[src/rtl/dds_ctrl_pkg.sv]
// Shared types and defaults for the DDS frequency-sweep sequencer.
// The dwell helper maps a programmed dwell of zero onto a one-cycle hold.
package dds_ctrl_pkg;

  localparam int FTW_W   = 32;
  localparam int STEPS_W = 16;
  localparam int DWELL_W = 16;

  typedef enum logic [1:0] {
    IDLE,
    LOAD,
    DWELL
  } sweep_state_e;

  function automatic int unsigned dwell_eff(input int unsigned d);
    return (d == 0) ? 1 : d;
  endfunction

endpackage

[src/rtl/dds_dwell_timer.sv]
// Loadable down-counter that measures how long each tuning word is held.
// The counter parks at zero; expire is a combinational view of that condition.
module dds_dwell_timer #(
  parameter int DWELL_W = dds_ctrl_pkg::DWELL_W
) (
  input  logic               clock,
  input  logic               reset,
  input  logic               load,
  input  logic               en,
  input  logic [DWELL_W-1:0] load_val,
  output logic               expire
);

  logic [DWELL_W-1:0] cnt_q;

  always_ff @(posedge clock) begin
    if (reset) begin
      cnt_q <= '0;
    end else if (load) begin
      cnt_q <= load_val;
    end else if (en && !expire) begin
      cnt_q <= cnt_q - DWELL_W'(1);
    end
  end

  assign expire = (cnt_q == '0);

endmodule

[src/rtl/dds_sweep_ctrl.sv]
// Sweep/hop sequencer driving the DDS tuning word: linear ramps of held FTWs,
// optionally looping phase-continuously, with abort and done signalling.
module dds_sweep_ctrl #(
  parameter int FTW_W   = dds_ctrl_pkg::FTW_W,
  parameter int STEPS_W = dds_ctrl_pkg::STEPS_W,
  parameter int DWELL_W = dds_ctrl_pkg::DWELL_W
) (
  input  logic               clock,
  input  logic               reset,
  input  logic [FTW_W-1:0]   io_cfg_start_ftw,
  input  logic [FTW_W-1:0]   io_cfg_step_ftw,
  input  logic [STEPS_W-1:0] io_cfg_num_steps,
  input  logic [DWELL_W-1:0] io_cfg_dwell,
  input  logic               io_cfg_repeat,
  input  logic               io_start_valid,
  output logic               io_start_ready,
  input  logic               io_abort,
  output logic [FTW_W-1:0]   io_ftw,
  output logic               io_ftw_load,
  output logic               io_phase_clr,
  output logic               io_busy,
  output logic               io_done
);

  import dds_ctrl_pkg::*;

  sweep_state_e state_q, state_d;

  logic [FTW_W-1:0]        cfg_start_q;
  logic signed [FTW_W-1:0] cfg_step_q;
  logic [STEPS_W-1:0]      cfg_steps_q;
  logic [DWELL_W-1:0]      cfg_dwell_q;
  logic                    cfg_repeat_q;

  logic [FTW_W-1:0]   ftw_q, ftw_d, ftw_stepped;
  logic [STEPS_W-1:0] step_cnt_q, step_cnt_d;
  logic [DWELL_W-1:0] dwell_reload;
  logic ftw_load_q, ftw_load_d;
  logic phase_clr_q, phase_clr_d;
  logic busy_q, busy_d;
  logic done_q, done_d;
  logic cfg_latch, tmr_load, tmr_en, tmr_expire;

  // Counter value is one less than the hold length so expiry lands on the last held cycle.
  assign dwell_reload = DWELL_W'(dwell_eff(32'(cfg_dwell_q)) - 32'd1);
  assign ftw_stepped  = ftw_q + $unsigned(cfg_step_q);

  dds_dwell_timer #(
    .DWELL_W (DWELL_W)
  ) u_dwell_timer (
    .clock    (clock),
    .reset    (reset),
    .load     (tmr_load),
    .en       (tmr_en),
    .load_val (dwell_reload),
    .expire   (tmr_expire)
  );

  always_comb begin
    state_d     = state_q;
    ftw_d       = ftw_q;
    ftw_load_d  = 1'b0;
    phase_clr_d = 1'b0;
    busy_d      = busy_q;
    done_d      = 1'b0;
    step_cnt_d  = step_cnt_q;
    cfg_latch   = 1'b0;
    tmr_load    = 1'b0;
    tmr_en      = 1'b0;
    case (state_q)
      IDLE: begin
        if (io_start_valid) begin
          cfg_latch = 1'b1;
          state_d   = LOAD;
          busy_d    = 1'b1;
        end
      end
      LOAD: begin
        if (io_abort) begin
          state_d = IDLE;
          busy_d  = 1'b0;
          done_d  = 1'b1;
        end else begin
          ftw_d       = cfg_start_q;
          ftw_load_d  = 1'b1;
          phase_clr_d = 1'b1;
          step_cnt_d  = '0;
          tmr_load    = 1'b1;
          state_d     = DWELL;
        end
      end
      DWELL: begin
        // Abort wins over a dwell expiry in the same cycle.
        if (io_abort) begin
          state_d = IDLE;
          busy_d  = 1'b0;
          done_d  = 1'b1;
        end else if (tmr_expire) begin
          if (step_cnt_q != cfg_steps_q) begin
            ftw_d      = ftw_stepped;
            ftw_load_d = 1'b1;
            step_cnt_d = step_cnt_q + STEPS_W'(1);
            tmr_load   = 1'b1;
          end else if (cfg_repeat_q) begin
            ftw_d      = cfg_start_q;
            ftw_load_d = 1'b1;
            step_cnt_d = '0;
            tmr_load   = 1'b1;
          end else begin
            state_d = IDLE;
            busy_d  = 1'b0;
            done_d  = 1'b1;
          end
        end else begin
          tmr_en = 1'b1;
        end
      end
      default: state_d = IDLE;
    endcase
  end

  always_ff @(posedge clock) begin
    if (reset) begin
      state_q     <= IDLE;
      ftw_q       <= '0;
      ftw_load_q  <= 1'b0;
      phase_clr_q <= 1'b0;
      busy_q      <= 1'b0;
      done_q      <= 1'b0;
      step_cnt_q  <= '0;
    end else begin
      state_q     <= state_d;
      ftw_q       <= ftw_d;
      ftw_load_q  <= ftw_load_d;
      phase_clr_q <= phase_clr_d;
      busy_q      <= busy_d;
      done_q      <= done_d;
      step_cnt_q  <= step_cnt_d;
    end
  end

  // Shadow configuration is sampled only on the accepting cycle.
  always_ff @(posedge clock) begin
    if (cfg_latch) begin
      cfg_start_q  <= io_cfg_start_ftw;
      cfg_step_q   <= $signed(io_cfg_step_ftw);
      cfg_steps_q  <= io_cfg_num_steps;
      cfg_dwell_q  <= io_cfg_dwell;
      cfg_repeat_q <= io_cfg_repeat;
    end
  end

  assign io_start_ready = (state_q == IDLE);
  assign io_ftw         = ftw_q;
  assign io_ftw_load    = ftw_load_q;
  assign io_phase_clr   = phase_clr_q;
  assign io_busy        = busy_q;
  assign io_done        = done_q;

endmodule

[config.mk]
export PLATFORM = sky130hd
export DESIGN_NAME = dds_sweep_ctrl
export DESIGN_NICKNAME = d
export VERILOG_FILES = /design/src/rtl/dds_ctrl_pkg.sv /design/src/rtl/dds_dwell_timer.sv /design/src/rtl/dds_sweep_ctrl.sv
export SDC_FILE = /design/constraint.sdc
export NUM_CORES = 1
export LEC_CHECK = 0
export CAP_MARGIN = 20
export CELL_PAD_IN_SITES_DETAIL_PLACEMENT = 1
export CELL_PAD_IN_SITES_GLOBAL_PLACEMENT = 1
export CORE_UTILIZATION = 45
export DETAILED_ROUTE_END_ITERATION = 8
export GPL_TIMING_DRIVEN = 0
export PLACE_DENSITY = 0.92
export SYNTH_ARGS = -nofsm -noshare
export SYNTH_HDL_FRONTEND = slang
export SYNTH_SLANG_ARGS = --single-unit
[constraint.sdc]
create_clock -name clock -period 5.65 [get_ports clock]
set_input_delay 1.13 -clock clock [delete_from_list [all_inputs] [get_ports clock]]
set_output_delay 1.13 -clock clock [all_outputs]
set_load 0.01 [all_outputs]
==> Yosys cells after proc, flatten, opt, wreduce, memory -nomap -nowiden <==
Index checks and enable logic that the tools add are counted.
{ "totals": {"output_inout_bits": 37, "elab_cells": 88, "inputBits": 101, "regBits": 167} }
{ "op_classes": {"n_reduce_logical": 12, "n_bitwise": 1, "addsub": 4, "muxes": 46, "eq_ne": 12} }
{ "ops": {"columns": ["cell", "count"], "rows": [
  ["2-to-1 mux 32 bit", 5],
  ["2-to-1 mux 16 bit", 8],
  ["one-hot mux 32 bit (2 select lines)", 1],
  ["adder 32 bit", 1],
  ["zero test 16 bit", 2],
  ["one-hot mux 16 bit (2 select lines)", 1],
  ["subtractor 16 x 1 -> 16 bit, second input constant", 2],
  ["2-to-1 mux 1 bit", 21],
  ["adder 16 x 1 -> 16 bit, second input constant", 1],
  ["inequality test 16 bit", 1],
  ["2-to-1 mux 2 bit", 6],
  ["inequality test 3 bit, second input constant", 3],
  ["inequality test 2 bit, second input constant", 4],
  ["one-hot mux 2 bit (3 select lines)", 1],
  ["AND reduction 6 bit", 1],
  ["AND reduction 5 bit", 1],
  ["one-hot mux 1 bit (2 select lines)", 2],
  ["AND reduction 4 bit", 1],
  ["nonzero test 2 bit", 2],
  ["inequality test 3 x 2 -> 1 bit, second input constant", 1],
  ["one-hot mux 1 bit (3 select lines)", 1],
  ["nonzero test 3 bit", 1],
  ["equality test 2 x 1 -> 1 bit, second input constant", 1],
  ["equality test 2 bit, second input constant", 1],
  ["6 further kinds", 6]
]} }

==> Logic depth before layout (Yosys ltp) <==
Gate-level depths: netlist of the first run.
{ "depth": {"word_depth": 7, "depth_mapped": 16} }

==> Modules after synthesis <==
Synthesis of the first run repeated with hierarchy kept, for this count alone.
{ "unflattened": {"hier_cells": 788, "hier_area_um2": 8383.0} }
{ "by_module_without_submodules": {"columns": ["mod", "seq_area_each_um2", "area_each_um2", "instances", "cells_each"], "rows": [
  ["dds_sweep_ctrl", 3993.8, 7438.4, 1, 674],
  ["dds_dwell_timer", 320.3, 944.7, 1, 114]
]} }

==> Worst setup path before layout of the first run <==
OpenSTA, ideal clock, no wires.
{ "synth_timing": {"kind": "input-to-reg", "from": "input io_start_valid", "to": "register cfg_dwell_q[0], enable pin", "arrival_ns": 3.363, "slack_ns": 1.821, "required_ns": 5.184, "path_buffers": 0, "stages": 1, "cell_sequence": "and2_1"} }
{ "synth_between": {"elab_chain_cells": 2} }
{ "synth_lines": {"columns": ["item", "line_no", "rtl"], "rows": [
  ["start, declared", "dds_sweep_ctrl.sv:15", "input logic io_start_valid,"],
  ["2-to-1 mux 1 bit", "dds_sweep_ctrl.sv:72", "if (io_start_valid) begin"],
  ["2-to-1 mux 1 bit", "dds_sweep_ctrl.sv:70", "case (state_q)"],
  ["end signal, assigned", "dds_sweep_ctrl.sv:148", "cfg_dwell_q <= io_cfg_dwell;"],
  ["end, declared", "dds_sweep_ctrl.sv:32", "logic [DWELL_W-1:0] cfg_dwell_q;"]
]} }
No other way between the ends.
A chain may end at the register's enable or synchronous reset.

==> Worst setup path in the final report of the first run <==
{ "layout_timing": {"from": "input io_abort", "to": "register u_dwell_timer.cnt_q[14]"} }
{ "layout_between": {"elab_chain_cells": 4, "word_cells_on_any_way": 8, "cone_classes": "mux (6); reduce/logical (2)"} }
{ "layout_lines": {"columns": ["item", "line_no", "rtl"], "rows": [
  ["start, declared", "dds_sweep_ctrl.sv:17", "input logic io_abort,"],
  ["2-to-1 mux 1 bit", "dds_sweep_ctrl.sv:94", "if (io_abort) begin"],
  ["2-to-1 mux 1 bit", "dds_sweep_ctrl.sv:70", null],
  ["logical AND 1 bit", "dds_dwell_timer.sv:21", "end else if (en && !expire) begin"],
  ["nonzero test 2 bit (no line)", null, null],
  ["end signal, assigned", "dds_dwell_timer.sv:20", "cnt_q <= load_val;"],
  ["end signal, assigned", "dds_dwell_timer.sv:22", "cnt_q <= cnt_q - DWELL_W'(1);"],
  ["end, declared", "dds_dwell_timer.sv:14", "logic [DWELL_W-1:0] cnt_q;"]
]} }
Several ways; a longest one is shown, not always the timed one.

==> impl_metrics.json, run 1 <==
{
  "status": "finished, violations left",
  "violations": "design-rule violations",
  "drt_pass1_iterations": 9,
  "dp_slack_ns": 0.8978,
  "dieArea_sq_um": 18790,
  "placed_area_sq_um": 9897,
  "cts_setup_buffers": 0,
  "fp.dieW_um": 137.1,
  "antenna_found_initial": 2,
  "cp.required_ns": 5.98,
  "tightest_slew_ns": 0.8463,
  "synth_top_family_by_area": "compound AO/OA/AOI/OAI gates",
  "leakage_nw": 3.966,
  "fin_crit_sh_pct": 79.66,
  "syn_area_sq_um": 8209,
  "synth-simple-area-share_pct": 15.24,
  "async_reset_ff_share_pct": 0,
  "syn_inst": 793,
  "synth-xor-area-share_pct": 7.575,
  "hold_viol_final": 0,
  "n_fill_cell": 1951,
  "postLayoutCellArea_sq_um": 10450,
  "holdWs_ns": 0.5101,
  "syn2layout_area_growth_pct": 27.30,
  "drtIter0Drc": 459,
  "synthMuxAreaShare_pct": 1.097,
  "cts_buffers": 17,
  "maxSlewViolCount": 0,
  "ant_nets": 0,
  "fp.dieH_um": 137.1,
  "ctsResizeCount": 0,
  "finalClockSkew_ns": 0.01496,
  "dr_wl_met3_um": 1391,
  "io_buffer_count": 137,
  "grt_pass1_vias": 7427,
  "clockBufferDepth": 2,
  "max_freq_ghz": 0.2222,
  "clock_latency_ns": 0.44,
  "synth_fa_ha_area_share_pct": 5.883,
  "clock_sinks": 167,
  "slew_headroom_pct": 43.58,
  "synth_compound_area_share_pct": 15.26,
  "end_kind": "register",
  "initial_utilization_pct": 45.86,
  "syn_avg_cell_area_sq_um": 10.35,
  "ys_seq_area_share_pct": 52.55,
  "tns_ns": 0,
  "fin_nets": 1089,
  "wl_per_cell_um": 21.48,
  "fin_util_pct": 58.37,
  "rsz0062_at_grt": "no",
  "highest_layer": "met4",
  "crit_arrival_ns": 4.83,
  "report.power.total_mw": 3.069,
  "p_per_area_nw_per_um2": 293.6,
  "core_area_sq_um": 17900,
  "grt_pass1_wl_um": 39760,
  "ctsHoldBuffers": 0,
  "worstSetupPathType": "in2reg",
  "syn-num-nets": 932,
  "drive_gt1_share_pct": 4.569,
  "root_buffer": "clkbuf_16",
  "dpl.hpwl_um": 17820,
  "cts.clk_slew.worst_paths_ns": 0.06,
  "wl_met2_um": 12780,
  "num_rows": 49,
  "setup_violations": 0,
  "final_cells": 1194,
  "cp_max_fo": 10,
  "drc": 2,
  "ys_ff_latch": 167,
  "num_vias": 7025,
  "track_usage_pct": 28.41,
  "dp.cells": 1160,
  "post-route-min-period_ns": 4.501,
  "setup_ws_ns": 1.149,
  "drt-met1-wl_um": 10550,
  "synth_edf_count": 97,
  "grt_max_degree": 61,
  "maxCapViolCount": 0,
  "synth_top_flop_cell": "edfxtp_1",
  "hold_path_class": "reg2reg",
  "synth_warnings": 0,
  "vdd_drop_max_mv": 0.2344,
  "cts_tree": "yes",
  "gp_congestion": 0.9018,
  "overflow": 0,
  "cts-htree-levels": 4,
  "viasPerCell": 5.884,
  "yosysUniqueCellTypes": 57,
  "crit_path_start_kind": "primary input",
  "wirelength_um": 25650,
  "ioPinCount": 138
}
## worst max-delay path, cell delays in order
cell and delay [ns]:
clkdlybuf4s50_1 0.53, nand2b_1 0.24, nor2_1 0.18, a21oi_1 0.10
nor2_1 0.28, clkbuf_1 0.52, mux2i_1 0.31, ha_1 0.27
clkbuf_1 0.42, nand4_1 0.21, xnor2_1 0.25, nor2_1 0.08
a211oi_1 0.29
## cells in the mapped netlist, types with 14 or more instances
| master | count | share of area (%) |
|---|---|---|
| nor2_1 | 95 | 4.3 |
| xor2_1 | 42 | 4.5 |
| dfxtp_1 | 70 | 17 |
| a211oi_1 | 34 | 3.1 |
| ha_1 | 37 | 5.6 |
| clkbuf_1 | 29 | 1.3 |
| a21o_1 | 18 | 1.6 |
| a21oi_1 | 50 | 3.0 |
| edfxtp_1 | 97 | 35 |
| nor4_1 | 14 | 1.1 |
| nand2_1 | 62 | 2.8 |
| o21ai_0 | 29 | 1.8 |
| inv_1 | 21 | 0.96 |
| xnor2_1 | 29 | 3.1 |
| nor3_1 | 26 | 1.6 |
## layout by cell type (no fill, tap or decap), types with 26 or more instances in the layout
cell	count
a211oi_1	34
a21oi_1	50
clkbuf_1	29
clkdlybuf4s50_1	137
dfxtp_1	70
edfxtp_1	97
ha_1	37
nand2_1	62
nor2_1	95
nor3_1	26
o21ai_0	29
xnor2_1	29
xor2_1	42
## path summary, 6_finish.rpt
path,startpoint,end,slack [ns],depth (start not counted)
worst max-delay path,io_abort,u_dwell_timer.cnt_q[14]$_SDFFE_PP0P_,1.15,13
worst max register to register,step_cnt_q[4]$_SDFFE_PP0P_,u_dwell_timer.cnt_q[14]$_SDFFE_PP0P_,1.25,14
worst min register to register,io_ftw[9]$_SDFFE_PP0P_,io_ftw[9]$_SDFFE_PP0P_,0.51,2
worst min-delay path,io_ftw[9]$_SDFFE_PP0P_,io_ftw[9]$_SDFFE_PP0P_,0.51,2
## flip-flops by register name, indices dropped and copies added, names as in the netlist
| name | flops |
|---|---|
| cfg_dwell_q | 16 |
| io_phase_clr | 1 |
| io_ftw | 32 |
| state_q | 2 |
| cfg_start_q | 32 |
| io_ftw_load | 1 |
| step_cnt_q | 16 |
| u_dwell_timer.cnt_q | 16 |
| cfg_steps_q | 16 |
| cfg_step_q | 32 |
| cfg_repeat_q | 1 |
| io_done | 1 |
| io_busy | 1 |
## cells by family (layout without fill, tap and decap cells)
group,Yosys count,after routing
simple gates,267,267
fa+ha+maj,38,38
xor+xnor,71,71
other cells,0,2
compound gates,189,189
flops,167,167
mux,9,9
buf+inv,52,222
## final cells by class
class	count	area, sq um	area share [%]
clock inverter	13	95.09	0.9100
multi-input combinational	574	3701	35.42
timing repair buffer	138	1399	13.39
inverter	22	82.58	0.7902
tap	229	286.5	2.742
clock buffer	19	452.9	4.334
buffer	30	113.9	1.090
antenna	2	5.005	0.04789
sequential	167	4314	41.28
## routing by layer
metal  vias up  track usage [%]
li1       3219                -
met3        66            5.926
met4         0            14.29
met2       245            47.39
met1      3495            34.68
met5         -                0
## power breakdown
group / leakage, nW / switching (mW) / total [mW] / internal (mW)
Combinational: 2.20 / 0.304 / 0.544 / 0.240
Clock: 0.269 / 0.503 / 1.09 / 0.590
Sequential: 1.50 / 0.0534 / 1.43 / 1.38
Total: 3.97 / 0.860 / 3.07 / 2.21
No activity file was read; power rests on OpenSTA's default activity.
==> run 2: changes to the inputs <==
- CORE_UTILIZATION: 45 -> 42
- PLACE_DENSITY: 0.92 -> 0.87
- clock period: 5.65 -> 4.2 ns (I/O delays scaled with it)
==> impl_metrics.json, run 2 (synthesis gave the netlist of run 1 again) <==
{
  "post-route-min-period_ns": 3.846,
  "holdWs_ns": 0.5010,
  "dp_slack_ns": -0.1667,
  "report.power.total_mw": 4.339,
  "postLayoutCellArea_sq_um": 10570,
  "wl_met2_um": 11850,
  "power_switching_mw": 1.110,
  "cts-htree-levels": 4,
  "crit_arrival_ns": 4.19,
  "pwr-share-clk_pct": 39.3,
  "p_comb_share_pct": 16.3,
  "maxSlewViolCount": 0,
  "gp_congestion": 0.8581,
  "ctsHoldBuffers": 0,
  "highest_layer": "met5",
  "setup_ws_ns": 0.3545,
  "drt-met1-wl_um": 10710,
  "cp_max_fo": 10,
  "switching_share_pct": 25.57,
  "drt_pass1_iterations": 5,
  "num_rows": 50,
  "grt_pass1_wl_um": 38290,
  "track_usage_pct": 25.18,
  "drc": 0,
  "fp.dieW_um": 141.8,
  "clock_sinks": 167,
  "maxCapViolCount": 0,
  "cts_tree": "yes",
  "max_freq_ghz": 0.2600,
  "dr_wl_met3_um": 971,
  "fin_util_pct": 55.78,
  "final_common_cell": "clkdlybuf4s50_1",
  "wirelength_um": 24070,
  "num_vias": 6731,
  "p_per_area_nw_per_um2": 410.4,
  "wl_per_cell_um": 19.69,
  "dpl.hpwl_um": 17260,
  "p_int_mw": 3.229,
  "slew_headroom_pct": 45.77,
  "dieArea_sq_um": 20110,
  "ioPinCount": 138,
  "ant_nets": 0,
  "drtIter0Drc": 281,
  "status": "finished clean",
  "fp.dieH_um": 141.8,
  "viasPerCell": 5.508,
  "root_buffer": "clkbuf_16",
  "n_fill_cell": 2072,
  "finalClockSkew_ns": 0.01004,
  "final_cell_mix": "137 x clkdlybuf4s50_1, 97 x edfxtp_1, 95 x nor2_1",
  "final_cells": 1222,
  "placed_area_sq_um": 9936,
  "cp.required_ns": 4.55,
  "rsz0062_at_grt": "no",
  "setup_violations": 0,
  "end_kind": "register",
  "antenna_found_initial": 1,
  "fin_crit_sh_pct": 91.56,
  "initial_utilization_pct": 43.31,
  "cts_buffers": 17,
  "crit_path_start_kind": "register",
  "tns_ns": 0,
  "core_area_sq_um": 18960,
  "cts.clk_slew.worst_paths_ns": 0.06,
  "num_antenna_cells": 0,
  "fin_nets": 1089,
  "tightest_slew_ns": 0.8134,
  "clock_latency_ns": 0.44,
  "hold_viol_final": 0,
  "io_buffer_count": 137,
  "hold_path_class": "reg2reg",
  "grt_pass1_vias": 7197,
  "leakage_nw": 4.008,
  "drive_gt1_share_pct": 4.470,
  "overflow": 0,
  "syn2layout_area_growth_pct": 28.79,
  "vdd_drop_max_mv": 0.3101,
  "cts_setup_buffers": 0,
  "worstSetupPathType": "reg2reg",
  "grt_max_degree": 58,
  "dp.cells": 1191,
  "p_seq_share_pct": 44.3,
  "clockBufferDepth": 2
}
-- run 2: layout make-up --
cell class | count | area, sq um | area share [%]
Clock buffer | 19 | 432.9 | 4.095
Sequential cell | 167 | 4314 | 40.80
Buffer | 30 | 115.1 | 1.089
Timing Repair Buffer | 138 | 1399 | 13.23
Clock inverter | 12 | 202.7 | 1.917
Multi-Input combinational cell | 574 | 3701 | 35.01
Tap cell | 260 | 325.3 | 3.077
Inverter | 22 | 82.58 | 0.7811
-- run 2: final timing paths --
check                            from                                    to  cells after the start  slack (ns)
max          cfg_steps_q[4]$_DFFE_PP_  u_dwell_timer.cnt_q[14]$_SDFFE_PP0P_                     14        0.35
min            io_ftw[9]$_SDFFE_PP0P_                io_ftw[9]$_SDFFE_PP0P_                      2        0.50
max reg2reg  cfg_steps_q[4]$_DFFE_PP_  u_dwell_timer.cnt_q[14]$_SDFFE_PP0P_                     14        0.35
min reg2reg    io_ftw[9]$_SDFFE_PP0P_                io_ftw[9]$_SDFFE_PP0P_                      2        0.50
-- run 2: metal layers --
layer,global-route usage [%],vias up
li1,-,3210
met1,31.58,3311
met2,43.32,176
met3,4.522,32
met4,9.225,2
met5,0,-
-- run 2: what timing repair did --
item | 4_1_cts | 5_1_grt
endpoints found under the setup margin | 0 | 1
endpoints found under the hold margin | 0 | 0
gates resized for setup | 0 | 2
-- run 2: power groups by stage --
stage          Combinational (mW)  Clock [mW]  Sequential (mW)
6_report                    0.709        1.71             1.92
5_1_grt                     0.776        1.79             1.93
4_1_cts                     0.708        1.73             1.92
3_5_place_dp                0.695           0             1.96
3_3_place_gp                0.661           0             1.96
2_1_floorplan               0.399           0             1.95
-- run 2: critical path, cell delays in order, from the launching register on --
cell,delay [ns]
edfxtp_1,0.41
xor2_1,0.17
nor4_1,0.45
nand4_1,0.33
or2_2,0.40
a21oi_1,0.13
nor2_1,0.10
clkbuf_1,0.28
mux2i_1,0.23
ha_1,0.23
clkbuf_2,0.27
nand2_1,0.13
nor4_1,0.27
xnor2_1,0.12
a211oi_1,0.23
==> run 3: changes to the inputs <==
--- a/config.mk
+++ b/config.mk
@@ -6,4 +6,5 @@
 export NUM_CORES = 1
 export LEC_CHECK = 0
+export ABC_CLOCK_PERIOD_IN_PS = 4200
 export CAP_MARGIN = 20
 export CELL_PAD_IN_SITES_DETAIL_PLACEMENT = 1
==> constraint.sdc (replaced) <==
create_clock -name clock -period 4.2 [get_ports clock]
set_input_delay 1.26 -clock clock [delete_from_list [all_inputs] [get_ports clock]]
set_output_delay 1.26 -clock clock [all_outputs]
set_load 0.01 [all_outputs]
==> impl_metrics.json, run 3 (synthesis gave the netlist of run 1 again) <==
{
  "clock_sinks": 167,
  "r2r_start": "cfg_steps_q[4]$_DFFE_PP_",
  "dpl.hpwl_um": 17260,
  "cp.depth": 13,
  "r2r_cells": 14,
  "cts_buffers": 17,
  "p_per_area_nw_per_um2": 410.3,
  "leakage_nw": 4.012,
  "rsz0062_at_grt": "no",
  "track_usage_pct": 25.18,
  "holdWs_ns": 0.5010,
  "drc": 0,
  "num_rows": 50,
  "drt_pass1_iterations": 5,
  "fin_crit_sh_pct": 93.10,
  "fin_nets": 1089,
  "vdd_drop_max_mv": 0.3099,
  "crit_arrival_ns": 4.26,
  "cpPeakStageDelay_ns": 0.49,
  "drive_gt1_share_pct": 4.574,
  "antenna_found_initial": 1,
  "path_buf_inv": 3,
  "ioPinCount": 138,
  "initial_utilization_pct": 43.31,
  "root_buffer": "clkbuf_16",
  "holdPathEnd": "io_ftw[9]$_SDFFE_PP0P_",
  "wirelength_um": 24070,
  "final_cell_mix": "137 x clkdlybuf4s50_1, 97 x edfxtp_1, 95 x nor2_1",
  "ant_nets": 0,
  "tns_ns": 0,
  "syn2layout_area_growth_pct": 28.81,
  "hold_viol_final": 0,
  "core_area_sq_um": 18960,
  "crit_path_start_kind": "primary input",
  "drtIter0Drc": 290,
  "post-route-min-period_ns": 3.910,
  "num_vias": 6721,
  "crit_family": "buffers and inverters",
  "num_antenna_cells": 0,
  "cts_setup_buffers": 0,
  "fp.dieW_um": 141.8,
  "grt_pass1_wl_um": 38290,
  "timing.rr.end": "u_dwell_timer.cnt_q[14]$_SDFFE_PP0P_",
  "finalClockSkew_ns": 0.01009,
  "status": "finished clean",
  "io_buffer_count": 137,
  "crit_chain": "clkdlybuf4s50_1, nand2b_1, nor2_1, a21oi_1, nor2_1, clkbuf_2, mux2i_1, ha_1, clkbuf_2, nand2_1, nor4_1, xnor2_1, a211oi_1",
  "clockBufferDepth": 2,
  "holdPathStages": 2,
  "maxCapViolCount": 0,
  "cp.required_ns": 4.55,
  "wl_per_cell_um": 19.70,
  "gp_congestion": 0.8581,
  "cp_max_fo": 10,
  "max_freq_ghz": 0.2557,
  "slowest_stage": "clkdlybuf4s50_1",
  "overflow": 0,
  "dieArea_sq_um": 20110,
  "setup_violations": 0,
  "viasPerCell": 5.500,
  "clock_latency_ns": 0.44,
  "grt_max_degree": 58,
  "worstSetupPathType": "in2reg",
  "r2r_slack_ns": 0.44,
  "tightest_slew_ns": 0.8200,
  "cts-htree-levels": 4,
  "hold_start": "io_ftw[9]$_SDFFE_PP0P_",
  "grt_pass1_vias": 7197,
  "cts_tree": "yes",
  "fp.dieH_um": 141.8,
  "end_kind": "register",
  "final_common_cell": "clkdlybuf4s50_1",
  "slew_headroom_pct": 45.34,
  "hold_path_class": "reg2reg",
  "cts.clk_slew.worst_paths_ns": 0.06,
  "maxSlewViolCount": 0
}
-- run 3: worst max path at each step --
stage                   startpoint  slack, ns                                    to
finish                    io_abort       0.29  u_dwell_timer.cnt_q[14]$_SDFFE_PP0P_
global route              io_abort       0.03  u_dwell_timer.cnt_q[14]$_SDFFE_PP0P_
CTS                       io_abort       0.05  u_dwell_timer.cnt_q[14]$_SDFFE_PP0P_
detailed placement        io_abort      -0.59  u_dwell_timer.cnt_q[14]$_SDFFE_PP0P_
global placement    io_start_valid      -1.19              cfg_steps_q[9]$_DFFE_PP_
floorplan           io_start_valid       0.24              cfg_dwell_q[0]$_DFFE_PP_
-- run 3: worst min-delay path, cell delays in order, from the launching register on --
cell     delay, ns
dfxtp_1       0.34
nand2_1       0.07
a21oi_1       0.05
-- run 3: timing repair --
action,in CTS,in global routing
endpoints found under the setup margin,2,1
resized for setup,1,2
endpoints found under the hold margin,0,0
cloned,0,0
hold buffers,0,0
-- run 3: area by class of cell --
cell class	count	area, sq um
Clock buffer	19	432.9
Tap cell	260	325.3
Inverter	22	82.58
Buffer	30	116.4
Multi-Input combinational cell	574	3701
Clock inverter	12	202.7
Fill cell	2071	8382
Sequential cell	167	4314
Timing Repair Buffer	138	1399
-- run 3: metrics by stage --
step | setup slack [ns] | power [mW] | std cells | utilization (%) | area, sq um
after CTS | 0.04940 | 4.364 | 1222 | 55.78 | 10570
after global routing | 0.02630 | 4.504 | 1222 | 55.78 | 10570
final | 0.2896 | 4.338 | 1222 | 55.78 | 10570
after floorplan | 0.2410 | 2.352 | 793 | - | 8209
after global placement | -1.188 | 2.624 | 1190 | 52.26 | 9906
after detailed placement | -0.5867 | 2.652 | 1191 | 52.42 | 9936
-- run 3: where the power goes --
| group | switching, mW | total [mW] | internal [mW] | leakage (nW) |
|---|---|---|---|---|
| Sequential | 0.0695 | 1.92 | 1.85 | 1.50 |
| Combinational | 0.388 | 0.710 | 0.322 | 2.21 |
| Clock | 0.652 | 1.70 | 1.05 | 0.309 |
-- run 3: layer usage --
| layer | wire length (um) | global-route usage [%] | share of wire, % | vias to the layer above |
|---|---|---|---|---|
| li1 | - | - | - | 3210 |
| met1 | 10710 | 31.58 | 45 | 3301 |
| met2 | 11850 | 43.32 | 49 | 176 |
| met3 | 970 | 4.522 | 4.0 | 32 |
| met4 | 519 | 9.225 | 2.2 | 2 |
| met5 | 12 | 0 | 0.050 | - |
